<file path="src/rtl/kong_game_sequencer.sv">
// Kong game-flow sequencer: title, play, death, respawn, level clear and game over.
// Optional build macro KONG_GOD_MODE_EN: enemies are harmless, falls respawn without losing a life.
module kong_game_sequencer #(
   parameter int START_LIVES  = 3,
   parameter int NUM_LEVELS   = 4,
   parameter int DEATH_FRAMES = 60,
   parameter int CLEAR_FRAMES = 90,
   parameter int OVER_FRAMES  = 180,
   parameter int FALL_Y       = 470,
   parameter int BLINK_LOG2   = 3
) (
   input  logic               clk,
   input  logic               reset,
   input  logic               startOfFrame,
   input  logic               ask_start,
   input  logic               collision_enemy,
   input  logic               collision_goal,
   input  logic signed [10:0] player_y,
   output logic               player_frame_en,
   output logic               player_resetN,
   output logic               show_player,
   output logic [2:0]         game_state,
   output logic [1:0]         lives,
   output logic [1:0]         level
);

   typedef enum logic [2:0] {
      TITLE       = 3'd0,
      PLAYING     = 3'd1,
      DYING       = 3'd2,
      RESPAWN     = 3'd3,
      LEVEL_CLEAR = 3'd4,
      GAME_OVER   = 3'd5
   } state_t;

   localparam logic signed [10:0] FALL_LIMIT = 11'(FALL_Y);

   state_t     state, state_nxt;
   logic [7:0] frame_cnt, cnt_nxt;
   logic [1:0] lives_nxt, level_nxt;
   logic       enemy_hit, goal_hit, start_req;
   logic       fall;

   assign fall            = player_y > FALL_LIMIT;
   assign game_state      = state;
   assign player_frame_en = startOfFrame & (state == PLAYING);

   // NOTE: every variable gets a default before the case, so no path leaves it unassigned and no latch is inferred.
   always_comb begin
      state_nxt = state;
      cnt_nxt   = frame_cnt;
      lives_nxt = lives;
      level_nxt = level;
      if (startOfFrame) begin
         unique case (state)
            TITLE: if (start_req) begin
               state_nxt = RESPAWN;
               lives_nxt = 2'(START_LIVES);
               level_nxt = 2'd0;
            end
            PLAYING: begin
`ifdef KONG_GOD_MODE_EN
               if (fall)          state_nxt = RESPAWN;
               else if (goal_hit) state_nxt = LEVEL_CLEAR;
`else
               // Death outranks reaching the goal in the same frame.
               if (enemy_hit || fall) begin
                  state_nxt = DYING;
                  lives_nxt = (lives == 2'd0) ? 2'd0 : lives - 2'd1;
               end else if (goal_hit) begin
                  state_nxt = LEVEL_CLEAR;
               end
`endif
            end
            DYING:
               if (frame_cnt == 8'(DEATH_FRAMES - 1))
                  state_nxt = (lives == 2'd0) ? GAME_OVER : RESPAWN;
               else
                  cnt_nxt = frame_cnt + 8'd1;
            RESPAWN: state_nxt = PLAYING;
            LEVEL_CLEAR:
               if (frame_cnt == 8'(CLEAR_FRAMES - 1)) begin
                  state_nxt = RESPAWN;
                  level_nxt = (level == 2'(NUM_LEVELS - 1)) ? 2'd0 : level + 2'd1;
               end else begin
                  cnt_nxt = frame_cnt + 8'd1;
               end
            GAME_OVER:
               if (start_req || frame_cnt == 8'(OVER_FRAMES - 1))
                  state_nxt = TITLE;
               else
                  cnt_nxt = frame_cnt + 8'd1;
            default: state_nxt = TITLE;
         endcase
         if (state_nxt != state) cnt_nxt = 8'd0;
      end
   end

   // NOTE: sequential state uses non-blocking assignments so all registers update together on the edge.
   always_ff @(posedge clk) begin
      if (reset) begin
         state         <= TITLE;
         frame_cnt     <= 8'd0;
         lives         <= 2'd0;
         level         <= 2'd0;
         enemy_hit     <= 1'b0;
         goal_hit      <= 1'b0;
         start_req     <= 1'b0;
         player_resetN <= 1'b0;
         show_player   <= 1'b0;
      end else begin
         state     <= state_nxt;
         frame_cnt <= cnt_nxt;
         lives     <= lives_nxt;
         level     <= level_nxt;
         // On SOF the latch restarts from this cycle's input so nothing is lost between frames.
         enemy_hit <= startOfFrame ? collision_enemy : (enemy_hit | collision_enemy);
         goal_hit  <= startOfFrame ? collision_goal  : (goal_hit  | collision_goal);
         start_req <= startOfFrame ? ask_start       : (start_req | ask_start);
         player_resetN <= !(state_nxt inside {TITLE, RESPAWN, GAME_OVER});
         unique case (state_nxt)
            TITLE, GAME_OVER: show_player <= 1'b0;
            DYING:            show_player <= ~cnt_nxt[BLINK_LOG2];
            default:          show_player <= 1'b1;
         endcase
      end
   end

endmodule

</file>
<file path="config.mk">
export PLATFORM = sky130hd
export DESIGN_NAME = kong_game_sequencer
export DESIGN_NICKNAME = d
export VERILOG_FILES = /design/src/rtl/kong_game_sequencer.sv
export SDC_FILE = /design/constraint.sdc
export NUM_CORES = 1
export LEC_CHECK = 0
export CORE_MARGIN = 2
export CORE_UTILIZATION = 25
export DETAILED_ROUTE_END_ITERATION = 6
export PLACE_DENSITY_LB_ADDON = 0.3
export SETUP_SLACK_MARGIN = 0.2
export SLEW_MARGIN = 20
export SYNTH_ARGS = -nofsm -noshare
export SYNTH_HDL_FRONTEND = slang
export SYNTH_SLANG_ARGS = --single-unit
</file>
<file path="constraint.sdc">
create_clock -name clk -period 2.15 [get_ports clk]
set_clock_uncertainty 0.2 [all_clocks]
set_input_delay 0.645 -clock clk [delete_from_list [all_inputs] [get_ports clk]]
set_output_delay 0.645 -clock clk [all_outputs]
set_load 0.1 [all_outputs]
</file>
# Word-level counts from Yosys, hierarchy flattened
# Index checks and enable logic that the tools add are counted.
[totals]
regBits = 20
elab_cells = 80
[op_classes]
n_addsub = 3
order_cmp = 1
n_eq_ne = 19
n_mux = 28
bitwise_logic = 5
reduce_logical = 14
[ops]
columns = ["cell", "count"]
rows = [
  ["8-bit 2-to-1 mux", 4],
  ["3-bit 2-to-1 mux", 9],
  ["8-bit case mux with 3 select lines", 1],
  ["3-bit case mux with 6 select lines", 1],
  ["3-bit by 2-bit equality test with 1-bit output (second input constant)", 4],
  ["2-bit 2-to-1 mux", 6],
  ["11-bit by 10-bit > comparator with 1-bit output (second input constant)", 1],
  ["3-bit equality test (second input constant)", 3],
  ["3-bit inequality test (second input constant)", 3],
  ["8-bit by 1-bit adder with 8-bit output (second input constant)", 1],
  ["8-bit by 6-bit equality test with 1-bit output (second input constant)", 1],
  ["8-bit by 7-bit equality test with 1-bit output (second input constant)", 1],
  ["8-bit equality test (second input constant)", 1],
  ["2-bit case mux with 2 select lines", 2],
  ["4-bit AND reduction", 2],
  ["3-bit logical NOT", 2],
  ["5-bit AND reduction", 1],
  ["4-bit 2-to-1 mux", 1],
  ["2-bit inequality test (second input constant)", 2],
  ["2-bit nonzero test", 2],
  ["4-bit nonzero test", 1],
  ["3-bit by 1-bit equality test with 1-bit output (second input constant)", 1],
  ["1-bit 2-to-1 mux", 3],
  ["3-bit inequality test", 1],
  ["13 further kinds", 16],
]

# Logic depth before layout (Yosys ltp)
[logic_depth]
depth_word = 10
ltp_mapped = 9

# Worst setup path after synthesis
# Ideal clock, no wire load.
[synth_path]
path_kind = "register to register"
startpoint = "register state[0], in the netlist game_state[0]"
endpoint = "register show_player"
setup_time_ns = 0.086
arrival_ns = 3.494
required_ns = 1.864
path_slack_ns = -1.631
path_stages_with_launch = 8
path_buffers = 1
cell_sequence = "dfxtp_1 -> buf_2 -> nand2_1 -> nor2_1 -> and3_1 -> a211o_1 -> xnor2_1 -> a221oi_2"
[synth_between]
elab_chain_cells = 9
[synth_rtl]
columns = ["element", "line", "text"]
rows = [
  ["from (decl)", "38", "state_t state, state_nxt;"],
  ["from (signal assigned)", "112", "state <= state_nxt;"],
  ["3-bit 2-to-1 mux", "70", "end else if (goal_hit) begin"],
  ["3-bit 2-to-1 mux", "67", "if (enemy_hit || fall) begin"],
  ["3-bit case mux with 6 select lines", "55", "unique case (state)"],
  ["3-bit 2-to-1 mux", "54", "if (startOfFrame) begin"],
  ["3-bit inequality test", "95", "if (state_nxt != state) cnt_nxt = 8'd0;"],
  ["8-bit 2-to-1 mux", "95", ""],
  ["4-bit 2-to-1 mux", "54", ""],
  ["1-bit NOT", "123", "DYING: show_player <= ~cnt_nxt[BLINK_LOG2];"],
  ["1-bit case mux with 2 select lines (*)", "121", "unique case (state_nxt)"],
  ["to (signal assigned)", "123", ""],
  ["to (decl)", "21", "output logic show_player,"],
]
# Mark *: on every way between the ends. The rest lies on a longest branch, timed or not. The select of a mux whose other input is x is not followed.
# A chain may end at the register's enable or synchronous reset.

# Final worst setup path
[layout_path]
startpoint = "register frame_cnt[1]"
endpoint = "register player_resetN"
[layout_between]
elab_chain_cells = 9
[layout_rtl]
columns = ["element", "line", "text"]
rows = [
  ["from (decl)", "39", "logic [7:0] frame_cnt, cnt_nxt;"],
  ["from (signal assigned)", "113", "frame_cnt <= cnt_nxt;"],
  ["8-bit equality test", "89", "if (start_req || frame_cnt == 8'(OVER_FRAMES - 1))"],
  ["1-bit logical OR", "89", ""],
  ["3-bit 2-to-1 mux", "89", ""],
  ["3-bit case mux with 6 select lines (*)", "55", ""],
  ["3-bit 2-to-1 mux (*) (2 in series)", "54", ""],
  ["3-bit by 2-bit equality test with 1-bit output (tied with other cells)", "120", "player_resetN <= !(state_nxt inside {TITLE, RESPAWN, GAME_OVER});"],
  ["3-bit nonzero test (*)", "120", ""],
  ["1-bit logical NOT (*)", "120", ""],
  ["to (signal assigned)", "120", ""],
  ["to (decl)", "20", "output logic player_resetN,"],
]
# Marked as above.

==> results.sh <==
export IMPL_status="finished, violations left"
export IMPL_violated_checks="setup timing"
export IMPL_nFillCells=482
export IMPL_cts_made_buffers=3
export IMPL_critical_path_slowest_cell="sky130_fd_sc_hd__dfxtp_4"
export IMPL_final_instance_count_excl_fill=323
export IMPL_postCtsHoldBufs=0
export IMPL_total_leakage_power_nw=1.04
export IMPL_ir_worst_vdd_uv=211
export IMPL_synthFlopType="sky130_fd_sc_hd__dfxtp_1"
export IMPL_cp_required_ns=2.10
export IMPL_clkTransAtPathRegs_ns=0.08
export IMPL_clockBufferDepth=2
export IMPL_first_pass_iters=5
export IMPL_drtAntennaViolNets=0
export IMPL_crit_path_frequent_cell="sky130_fd_sc_hd__a31oi_4"
export IMPL_worstPathArrival_ns=2.26
export IMPL_placed_cell_area_um2=2080
export IMPL_netlist_top_cell_by_area="sky130_fd_sc_hd__dfxtp_1"
export IMPL_die_height_um=76.8
export IMPL_grt_pass1_vias=1574
export IMPL_placementRows=26
export IMPL_synth_yosys_seq_area_share_pct=30.2
export IMPL_clk_lat_worst_skew_ns=0.26
export IMPL_dp_final_hpwl_mm=3.11
export IMPL_postLayoutCellArea_um2=2640
export IMPL_comb_power_share_pct=40.5
export IMPL_dieArea_um2=5900
export IMPL_synthDistinctLibCells=46
export IMPL_maximum_number_of_pins_on_one_net_before_global_route_repair=12
export IMPL_synthToLayoutAreaGrowth_pct=98.9
export IMPL_cts_tree="yes"
export IMPL_port_buffer_count=26
export IMPL_finish_net_count=274
export IMPL_type_of_the_most_critical_hold_path="flip-flop to flip-flop"
export IMPL_ys_ff_latch=20
export IMPL_first_pass_grt_wire_length_mm=7.32
export IMPL_synth_cells=172
export IMPL_globalRoute_totalOverflow=0
export IMPL_multi_input_area_um2=1170
export IMPL_totalPowerFinal_mw=1.19
export IMPL_antenna_found_initial=0
export IMPL_regArea_um2=419
export IMPL_seq_power_share_pct=34.7
export IMPL_pin_count=27
export IMPL_report_final_hold_viol_count=0
export IMPL_unrepaired_setup_endpoints_after_global_routing="yes"
export IMPL_worst_slack_ns=-0.154
export IMPL_drt_vias_per_instance=5.03
export IMPL_drt_wl_total_mm=4.61
export IMPL_final_max_slew_violation_count=0
export IMPL_report_final_setup_viol=12
export IMPL_dp_cells=300
export IMPL_post_synth_cell_area_avg_um2=7.71
export IMPL_design_core_area_um2=5110
export IMPL_mappedNetlistNets=192
export IMPL_synth_top_area_cells="sky130_fd_sc_hd__dfxtp_1 (30%), sky130_fd_sc_hd__a21oi_1 (6.8%), sky130_fd_sc_hd__nor2_1 (5.7%), sky130_fd_sc_hd__nand2_1 (5.4%), sky130_fd_sc_hd__o21ai_0 (4.2%)"
export IMPL_drt_iter0_markers=103
export IMPL_cts_max_level=1
export IMPL_cts_sinks=20
export IMPL_finalWeightedCongestion=0.887
export IMPL_power_frac_clock_pct=24.8
export IMPL_root_cell_of_the_clock_tree="sky130_fd_sc_hd__clkbuf_8"
export IMPL_netSwitchingPower_uw=419
export IMPL_critPathBufInv=2
export IMPL_start_util_pct=26.0
export IMPL_power_share_switching_pct=35.2
export IMPL_slew_headroom_pct=77.9
export IMPL_synth_top_cells_by_count="sky130_fd_sc_hd__dfxtp_1 (20), sky130_fd_sc_hd__nor2_1 (20), sky130_fd_sc_hd__nand2_1 (19), sky130_fd_sc_hd__a21oi_1 (18), sky130_fd_sc_hd__o21ai_0 (11)"
export IMPL_drt_drc_violations_left=0
export IMPL_finish_utilization_pct=51.6
export IMPL_layout_min_cycle_time_ns=2.30
export IMPL_antennaDiodeCount=0
export IMPL_netlist_area_um2=1330
export IMPL_setup_worst_path_start_class="flip-flop"
export IMPL_cp_top_family="compound AO/OA/AOI/OAI gates"
export IMPL_intPower_uw=770
export IMPL_die_w_um=76.8
export IMPL_fin_setup_tns_ns=-1.25
export IMPL_crit_chain="ha_4, and4b_2, a31oi_4, a32o_2, buf_6, nor2_4, a31oi_4, buf_4, xor2_1, a21oi_2"
export IMPL_max_cap_violations=0
export IMPL_maxClockFrequency_ghz=0.434
export IMPL_number_of_flops_mapped_to_enable_cells_by_yosys=0
export IMPL_tightest_slew_ns=0.331
export IMPL_yosysTopAreaCellShare_pct=30.2
export IMPL_worst_path_largest_cell_delay_ns=0.37
export IMPL_global_route_usage_total_pct=15.2
export IMPL_timing_setup_critical_path_class="flip-flop to flip-flop"
export IMPL_vias=1626
export IMPL_final_hold_worst_slack_ns=0.300
export IMPL_cp_max_fo=5
export IMPL_category_of_the_worst_setup_path_capture_point="flip-flop"
export IMPL_detailedPlace_worstSlack_ns=-0.860
export IMPL_power_density_nw_per_um2=451
export IMPL_layout_drive_gt1_share_pct=56.5
export IMPL_asyncSetResetFlopFracSynth_pct=0
export IMPL_synth_warning_count=0
export IMPL_period_share_pct=107
export IMPL_routedWlPerCell_um=14.3
## placed cells by master (no fill, tap or decap), types with 5 or more instances in the layout
cell                      count
sky130_fd_sc_hd__a21oi_1     12
sky130_fd_sc_hd__a21oi_2      6
sky130_fd_sc_hd__buf_12      11
sky130_fd_sc_hd__buf_4       46
sky130_fd_sc_hd__buf_6       17
sky130_fd_sc_hd__dfxtp_1     13
sky130_fd_sc_hd__nand2_1     16
sky130_fd_sc_hd__nand3_1      5
sky130_fd_sc_hd__nor2_1      16
sky130_fd_sc_hd__o21ai_2      8
## sequential cells by signal, summed over array words and instances, names as in the netlist
| name | flops |
|---|---|
| level | 2 |
| game_state | 3 |
| lives | 2 |
| show_player | 1 |
| enemy_hit | 1 |
| goal_hit | 1 |
| start_req | 1 |
| player_resetN | 1 |
| frame_cnt | 8 |
## layout make-up
class,instances,share of cell area (%)
timing repair buffer,86,33.2
inverter,7,1.09
multi-input combinational,136,44.4
clock buffer,4,2.09
sequential,20,15.9
tap,70,3.32
## what timing repair did
item	4_1_cts	5_1_grt
gates cloned	0	0
setup endpoints to repair	17	18
setup buffers	14	5
gates resized for setup	91	25
pin swaps	32	19
## layer usage
metal | vias up | GRT usage, % | share of wire, %
met2 | 41 | 26.3 | 49
met4 | 0 | 5.45 | 1.4
met3 | 6 | 2.47 | 4.3
met1 | 783 | 19.0 | 45
li1 | 796 | - | -
met5 | - | 0 | 0
## worst paths after layout
check                                  start  slack, ns  cells past startpoint             to
worst max-delay path            frame_cnt[1]      -0.15                     10  player_resetN
worst max register to register  frame_cnt[1]      -0.15                     10  player_resetN
worst min-delay path                lives[1]       0.30                      2       lives[1]
worst min register to register      lives[1]       0.30                      2       lives[1]
## logic make-up (layout without fill, tap and decap cells)
logic type      count (synthesis)  count (layout)  synth area share, %
xor+xnor                        2               2                 1.32
simple gates                   74              74                 28.2
compound gates                 55              55                 30.0
fa+ha+maj                       3               3                 2.83
mux                             2               2                 1.60
buf+inv                        16              97                 5.85
flops                          20              20                 30.2
## power by group through the flow
stage	Sequential, mW	Clock, mW	Combinational [mW]
3_5_place_dp	0.417	0	0.368
3_3_place_gp	0.417	0	0.368
6_report	0.413	0.295	0.481
4_1_cts	0.413	0.300	0.442
5_1_grt	0.415	0.316	0.506
2_1_floorplan	0.493	0	0.131
## tightest hold or removal path: cells and delay by family, from the launching register on
family,cells,cell delay (ns)
compound gates,2,0.12
flops,1,0.35
Note: power is estimated with default switching activity, not from simulation.
